===== src/rtl/wb_regbank_gen.sv =====
// Wishbone register bank with NREGS word registers. Each register is either
// internal storage or an external register reached through a request/ack handshake.
module wb_regbank_gen #(
  parameter int unsigned      NREGS    = 4,
  parameter int unsigned      ADDR_W   = 2,
  parameter int unsigned      DW       = 32,
  parameter logic [NREGS-1:0] EXT_MASK = NREGS'(4'b1100),
  parameter logic [DW-1:0]    RST_VAL  = '0,
  parameter int unsigned      TIMEOUT  = 8
) (
  input  logic                clk_i,
  input  logic                rst_n_i,
  input  logic                wb_cyc_i,
  input  logic                wb_stb_i,
  input  logic                wb_we_i,
  input  logic [ADDR_W-1:0]   wb_adr_i,
  input  logic [DW/8-1:0]     wb_sel_i,
  input  logic [DW-1:0]       wb_dat_i,
  output logic                wb_ack_o,
  output logic                wb_err_o,
  output logic                wb_stall_o,
  output logic                wb_rty_o,
  output logic [DW-1:0]       wb_dat_o,
  output logic [NREGS*DW-1:0] reg_o,
  output logic [NREGS-1:0]    reg_wr_o,
  output logic [DW-1:0]       ext_dat_o,
  output logic [NREGS-1:0]    ext_wr_o,
  output logic [NREGS-1:0]    ext_rd_o,
  input  logic [NREGS*DW-1:0] ext_dat_i,
  input  logic [NREGS-1:0]    ext_wack_i,
  input  logic [NREGS-1:0]    ext_rack_i
);

  localparam int unsigned SW    = DW / 8;
  localparam int unsigned CNT_W = $clog2(TIMEOUT + 1);

  typedef enum logic [1:0] {IDLE, WAIT, RESP} state_t;

  state_t            state;
  logic [DW-1:0]     regs [NREGS];
  logic [ADDR_W-1:0] cur_idx;
  logic              cur_we;
  logic [CNT_W-1:0]  cnt;

  logic              req_c;
  logic              in_range_c;
  logic              is_ext_c;
  logic [DW-1:0]     rd_val_c;
  logic              ext_ack_c;
  logic [DW-1:0]     ext_rdat_c;

  assign wb_rty_o = 1'b0;

  // Decode of the incoming address and of the external register being waited on
  always_comb begin
    req_c      = wb_cyc_i & wb_stb_i;
    in_range_c = ({1'b0, wb_adr_i} < (ADDR_W + 1)'(NREGS));
    is_ext_c   = 1'b0;
    rd_val_c   = '0;
    ext_ack_c  = 1'b0;
    ext_rdat_c = '0;
    for (int i = 0; i < NREGS; i++) begin
      if (wb_adr_i == ADDR_W'(i)) begin
        is_ext_c = EXT_MASK[i];
        rd_val_c = regs[i];
      end
      if (cur_idx == ADDR_W'(i)) begin
        ext_ack_c  = cur_we ? ext_wack_i[i] : ext_rack_i[i];
        ext_rdat_c = ext_dat_i[i*DW +: DW];
      end
    end
  end

  always_ff @(posedge clk_i or negedge rst_n_i) begin
    if (!rst_n_i) begin
      state      <= IDLE;
      cur_idx    <= '0;
      cur_we     <= 1'b0;
      cnt        <= '0;
      wb_ack_o   <= 1'b0;
      wb_err_o   <= 1'b0;
      wb_stall_o <= 1'b0;
      wb_dat_o   <= '0;
      reg_wr_o   <= '0;
      ext_dat_o  <= '0;
      ext_wr_o   <= '0;
      ext_rd_o   <= '0;
      for (int i = 0; i < NREGS; i++) regs[i] <= RST_VAL;
    end else begin
      // Response and request strobes are single-cycle pulses
      wb_ack_o <= 1'b0;
      wb_err_o <= 1'b0;
      reg_wr_o <= '0;
      ext_wr_o <= '0;
      ext_rd_o <= '0;
      case (state)
        IDLE: begin
          if (req_c) begin
            cur_idx    <= wb_adr_i;
            cur_we     <= wb_we_i;
            wb_stall_o <= 1'b1;
            if (!in_range_c) begin
              state    <= RESP;
              wb_err_o <= 1'b1;
              if (!wb_we_i) wb_dat_o <= '0;
            end else if (is_ext_c) begin
              state     <= WAIT;
              cnt       <= '0;
              ext_dat_o <= wb_dat_i;
              for (int i = 0; i < NREGS; i++) begin
                if (wb_adr_i == ADDR_W'(i)) begin
                  ext_wr_o[i] <= wb_we_i;
                  ext_rd_o[i] <= ~wb_we_i;
                end
              end
            end else begin
              state    <= RESP;
              wb_ack_o <= 1'b1;
              if (wb_we_i) begin
                for (int i = 0; i < NREGS; i++) begin
                  if (wb_adr_i == ADDR_W'(i) && !EXT_MASK[i]) begin
                    reg_wr_o[i] <= 1'b1;
                    for (int k = 0; k < SW; k++)
                      if (wb_sel_i[k]) regs[i][8*k +: 8] <= wb_dat_i[8*k +: 8];
                  end
                end
              end else begin
                wb_dat_o <= rd_val_c;
              end
            end
          end
        end
        WAIT: begin
          // Master abort beats a simultaneous ack; ack beats a simultaneous timeout
          if (!wb_cyc_i) begin
            state      <= IDLE;
            wb_stall_o <= 1'b0;
          end else if (ext_ack_c) begin
            state    <= RESP;
            wb_ack_o <= 1'b1;
            if (!cur_we) wb_dat_o <= ext_rdat_c;
          end else if (cnt == CNT_W'(TIMEOUT - 1)) begin
            state    <= RESP;
            wb_err_o <= 1'b1;
            if (!cur_we) wb_dat_o <= '0;
          end else begin
            cnt <= cnt + CNT_W'(1);
          end
        end
        RESP: begin
          state      <= IDLE;
          wb_stall_o <= 1'b0;
        end
        default: begin
          state      <= IDLE;
          wb_stall_o <= 1'b0;
        end
      endcase
    end
  end

  // External slices of reg_o read as zero
  for (genvar g = 0; g < NREGS; g++) begin : g_reg_o
    assign reg_o[g*DW +: DW] = EXT_MASK[g] ? '0 : regs[g];
  end

endmodule


===== config.mk =====
export PLATFORM = sky130hd
export DESIGN_NAME = wb_regbank_gen
export DESIGN_NICKNAME = d
export VERILOG_FILES = /design/src/rtl/wb_regbank_gen.sv
export SDC_FILE = /design/constraint.sdc
export NUM_CORES = 1
export LEC_CHECK = 0
export BUFFER_PORTS_ARGS = -buffer_cell sky130_fd_sc_hd__buf_4
export CELL_PAD_IN_SITES_DETAIL_PLACEMENT = 0
export CELL_PAD_IN_SITES_GLOBAL_PLACEMENT = 2
export CORE_MARGIN = 4
export CORE_UTILIZATION = 31
export DETAILED_ROUTE_END_ITERATION = 10
export PLACE_DENSITY_LB_ADDON = 0.1
export SETUP_SLACK_MARGIN = 0.3
export SLEW_MARGIN = 20
export SYNTH_ARGS = -nofsm -noshare
export SYNTH_HDL_FRONTEND = slang
export SYNTH_SLANG_ARGS = --single-unit

===== constraint.sdc =====
create_clock -name clk_i -period 3.6 [get_ports clk_i]
set_input_delay 0.36 -clock clk_i [delete_from_list [all_inputs] [get_ports clk_i]]
set_output_delay 0.36 -clock clk_i [all_outputs]
set_load 0.01 [all_outputs]

==> qor.yml <==
run_status:
  status: "complete, no violations"
yosys:
  yosysSeqAreaShare_pct: 48.7
  synth_compound_area_share_pct: 4.22
  syn_area_per_cell_sq_um: 13.3
  muxShareOfSynthArea_pct: 33.4
  synth_top_family_by_area: "multiplexers"
  synth_xor_xnor_area_share_pct: 0
  ys_types: 36
  syn_inst: 581
  ys_warn_count: 64
  synth_fa_ha_area_share_pct: 0.162
  syn_area_sq_um: 7710
  synth-seq-cells: 150
  synthSimpleGateAreaFrac_pct: 3.21
critical_path:
  worstPathMaxFanout: 33
  cpPeakStageDelay_ps: 720
  path_depth: 5
  critPathTopFamily: "simple AND/OR/NAND/NOR gates"
  cp.required_ps: 3900
  critical_path.cell_chain: "mux2_2 -> o22ai_1 -> or3_2 -> o22ai_1 -> mux2_1"
  crit_slowest_cell: "or3_2"
  cp_data_arrival_time_ps: 2730
  path_buf_inv: 0
  cp_common_cell: "o22ai_1"
  worstSetupEndpointType: "flop"
  crit_type: "reg2reg"
  rr_worst_depth: 5
  cp-start-kind: "flop"
power:
  p_per_area_nw_per_um2: 580
  p_clk_share_pct: 29.6
  finalPower_mw: 6.28
  internal_power_mw: 4.36
  seqPwrFrac_pct: 37.6
  pwr-share-comb_pct: 32.8
  p_sw_share_pct: 30.5
  power.static_leakage_nw: 5.48
  p_switching_mw: 1.91
  peakVddDrop_uv: 277
timing:
  setup_tns_ps: 0
  worst_clock_skew_ps: 10.4
  rsz0062_at_grt: "false"
  setup_viol: 0
  hold_viol: 0
  fmax_mhz: 410
  period_needed_ps: 2440
  worst_pin_slew_ps: 882
  timing.hold.ws_ps: 169
  relSlewSlack_pct: 41.2
  fin_crit_sh_pct: 67.7
  finalMaxSlewViolations: 0
floorplanning:
  coreArea_sq_um: 24400
  floorplan.initialDensity_pct: 31.6
  die_w_um: 166
  die_area_sq_um: 27400
  fp.dieH_um: 166
  io_pins: 387
  rows: 57
finish:
  drive_above_1_share_pct: 57.8
  fin_area_sq_um: 10800
  nets: 1078
  syn_to_final_growth_pct: 40.4
global_route:
  grt_pass1_vias: 6291
  grt_start_max_net_pins: 94
  antenna_found_initial: 1
  grt_usage_pct: 17.9
  gr-total-overflow: 0
  grt_pass1_wl_um: 38100
cts:
  cts_buffers: 17
  cts_sinks: 150
  postCtsHoldBufs: 1
  post_cts_buffers: 0
  clk_latency_ps: 420
  htree_num_levels: 4
  cts_root_buf: "clkbuf_16"
  clockBufferDepth: 2
  clk_pin_slew_ps: 70
  cts_tree: "done"
  cts_resized: 0
drt:
  drc: 0
  wl_um: 25300
  wl_per_cell_um: 20.4
  routed-via-count: 5739
  first_pass_iters: 4
  avgViaCountPerCell: 4.64
  drt_iter0_drc: 223
  antenna_left: 0
job:
  cap_violations: 0
placed_design:
  port_buffers: 319
  dpl_cell_area_sq_um: 10200
  place_congestion: 0.787
  dp_hpwl_um: 19300
hold_path:
  min_path_type: "in2reg"
  hold_depth: 2
## state kept, by name, summed over array words and instances, names as in the netlist, 2 cells and up
name,flops
ext_wr_o,4
wb_dat_o,32
ext_rd_o,4
ext_dat_o,32
reg_wr_o,2
cnt,4
cur_idx,2
reg_o,64
state,2
## power groups by stage
stage               Clock (mW)  Sequential (mW)  Combinational [mW]
floorplan                    0             2.49               0.935
global placement             0             2.37                2.08
detailed placement           0             2.39                2.10
CTS                       1.92             2.36                2.11
global route              1.99             2.41                2.22
finish                    1.86             2.36                2.06
## cells in the mapped netlist
library cell  number  area [sq um]
nand2b_1           7          43.8
nor2b_1            1          6.26
o21a_1             2          15.0
mux4_2            32           721
a21oi_1            4          20.0
o211ai_1           1          7.51
mux2_1             2          22.5
o22ai_1           35           219
o21ai_0            2          10.0
nand2_1           14          52.6
a21boi_0           1          7.51
mux2_4             1          15.0
buf_6              3          33.8
buf_2             10          50.1
conb_1             1          3.75
dfrtp_1          150          3750
clkbuf_1          18          67.6
or3_1              1          6.26
mux2i_1           36           360
nand4_1            1          6.26
or2_4              1          8.76
nor4b_1            1          8.76
buf_4             67           503
and3_1             2          12.5
and2_1             5          31.3
and4_1             1          8.76
inv_1             37           139
a2bb2o_4           1          20.0
nor2_1             6          22.5
ha_1               1          12.5
nand3_1            1          5.00
nor3b_1            1          7.51
nand3b_1           1          7.51
nor3_1             4          20.0
mux2_2           129          1450
a311oi_4           1          26.3
## metal layers
metal / up-vias / routed length (um) / global-route usage [%]
met5: - / 0 / 0
li1: 2592 / - / -
met3: 28 / 1620 / 4.55
met4: 0 / 513 / 5.67
met1: 2892 / 9740 / 20.8
met2: 227 / 13400 / 32.4
## path summary, 6_finish.rpt
kind                            slack, ps                  endpoint                startpoint
min in group asynchronous             470        cur_we$_DFFE_PN0P_                   rst_n_i
worst max register to register       1160  wb_dat_o[22]$_DFFE_PN0P_        cur_we$_DFFE_PN0P_
max in group asynchronous            2180  wb_dat_o[20]$_DFFE_PN0P_                   rst_n_i
worst max-delay path                 1160  wb_dat_o[22]$_DFFE_PN0P_        cur_we$_DFFE_PN0P_
worst min-delay path                  170     ext_rd_o[2]$_DFF_PN0_                   wb_we_i
worst min register to register        510  ext_dat_o[8]$_DFFE_PN0P_  ext_dat_o[8]$_DFFE_PN0P_
## stage by stage
step                      setup slack (ps)  cells  util, %
final                                 1160   1237     44.4
after global routing                   999   1236     44.4
after CTS                             1100   1235     44.4
after detailed placement              1080   1202     41.8
after global placement                1130   1202     41.8
after floorplan                       1470    651        -
## placed cells by master (no fill, tap or decap), types with 2 or more instances in the layout
master / instances
clkbuf_8: 2
inv_6: 2
mux2_2: 129
nor2_1: 6
nand2_1: 13
nand2b_1: 6
inv_1: 37
o22ai_1: 35
and3_1: 2
clkinvlp_4: 2
o21a_1: 2
nor3_1: 4
mux2_1: 2
clkbuf_16: 17
mux2i_1: 36
dfrtp_1: 148
conb_1: 71
a21oi_1: 4
o21ai_0: 2
diode_2: 2
mux4_2: 32
clkinv_4: 3
bufinv_16: 3
and2_1: 5
clkinv_2: 2
buf_4: 323
dfrtp_2: 2
## worst reg2reg max path, stage by stage, from the launching register on
cell	delay, ps
dfrtp_1	450
mux2_2	360
o22ai_1	250
or3_2	720
o22ai_1	210
mux2_1	330
## kinds of logic (layout without fill, tap and decap cells)
logic type | count (synthesis) | count (layout)
multiplexers | 200 | 200
flip-flops | 150 | 150
buffers and inverters | 135 | 395
AO/OA/AOI/OAI | 47 | 47
AND/OR/NAND/NOR | 47 | 47
adder cells (fa/ha/maj) | 1 | 1
other | 1 | 73
## layout make-up
class	count	area [sq um]
Antenna cell	2	5.00
Clock buffer	19	453
Clock inverter	13	170
Fill cell	2338	13600
Inverter	37	139
Multi-Input combinational cell	366	3430
Sequential cell	150	3760
Tap cell	324	405
Timing Repair Buffer	326	2470
No activity file was read; power rests on OpenSTA's default activity.
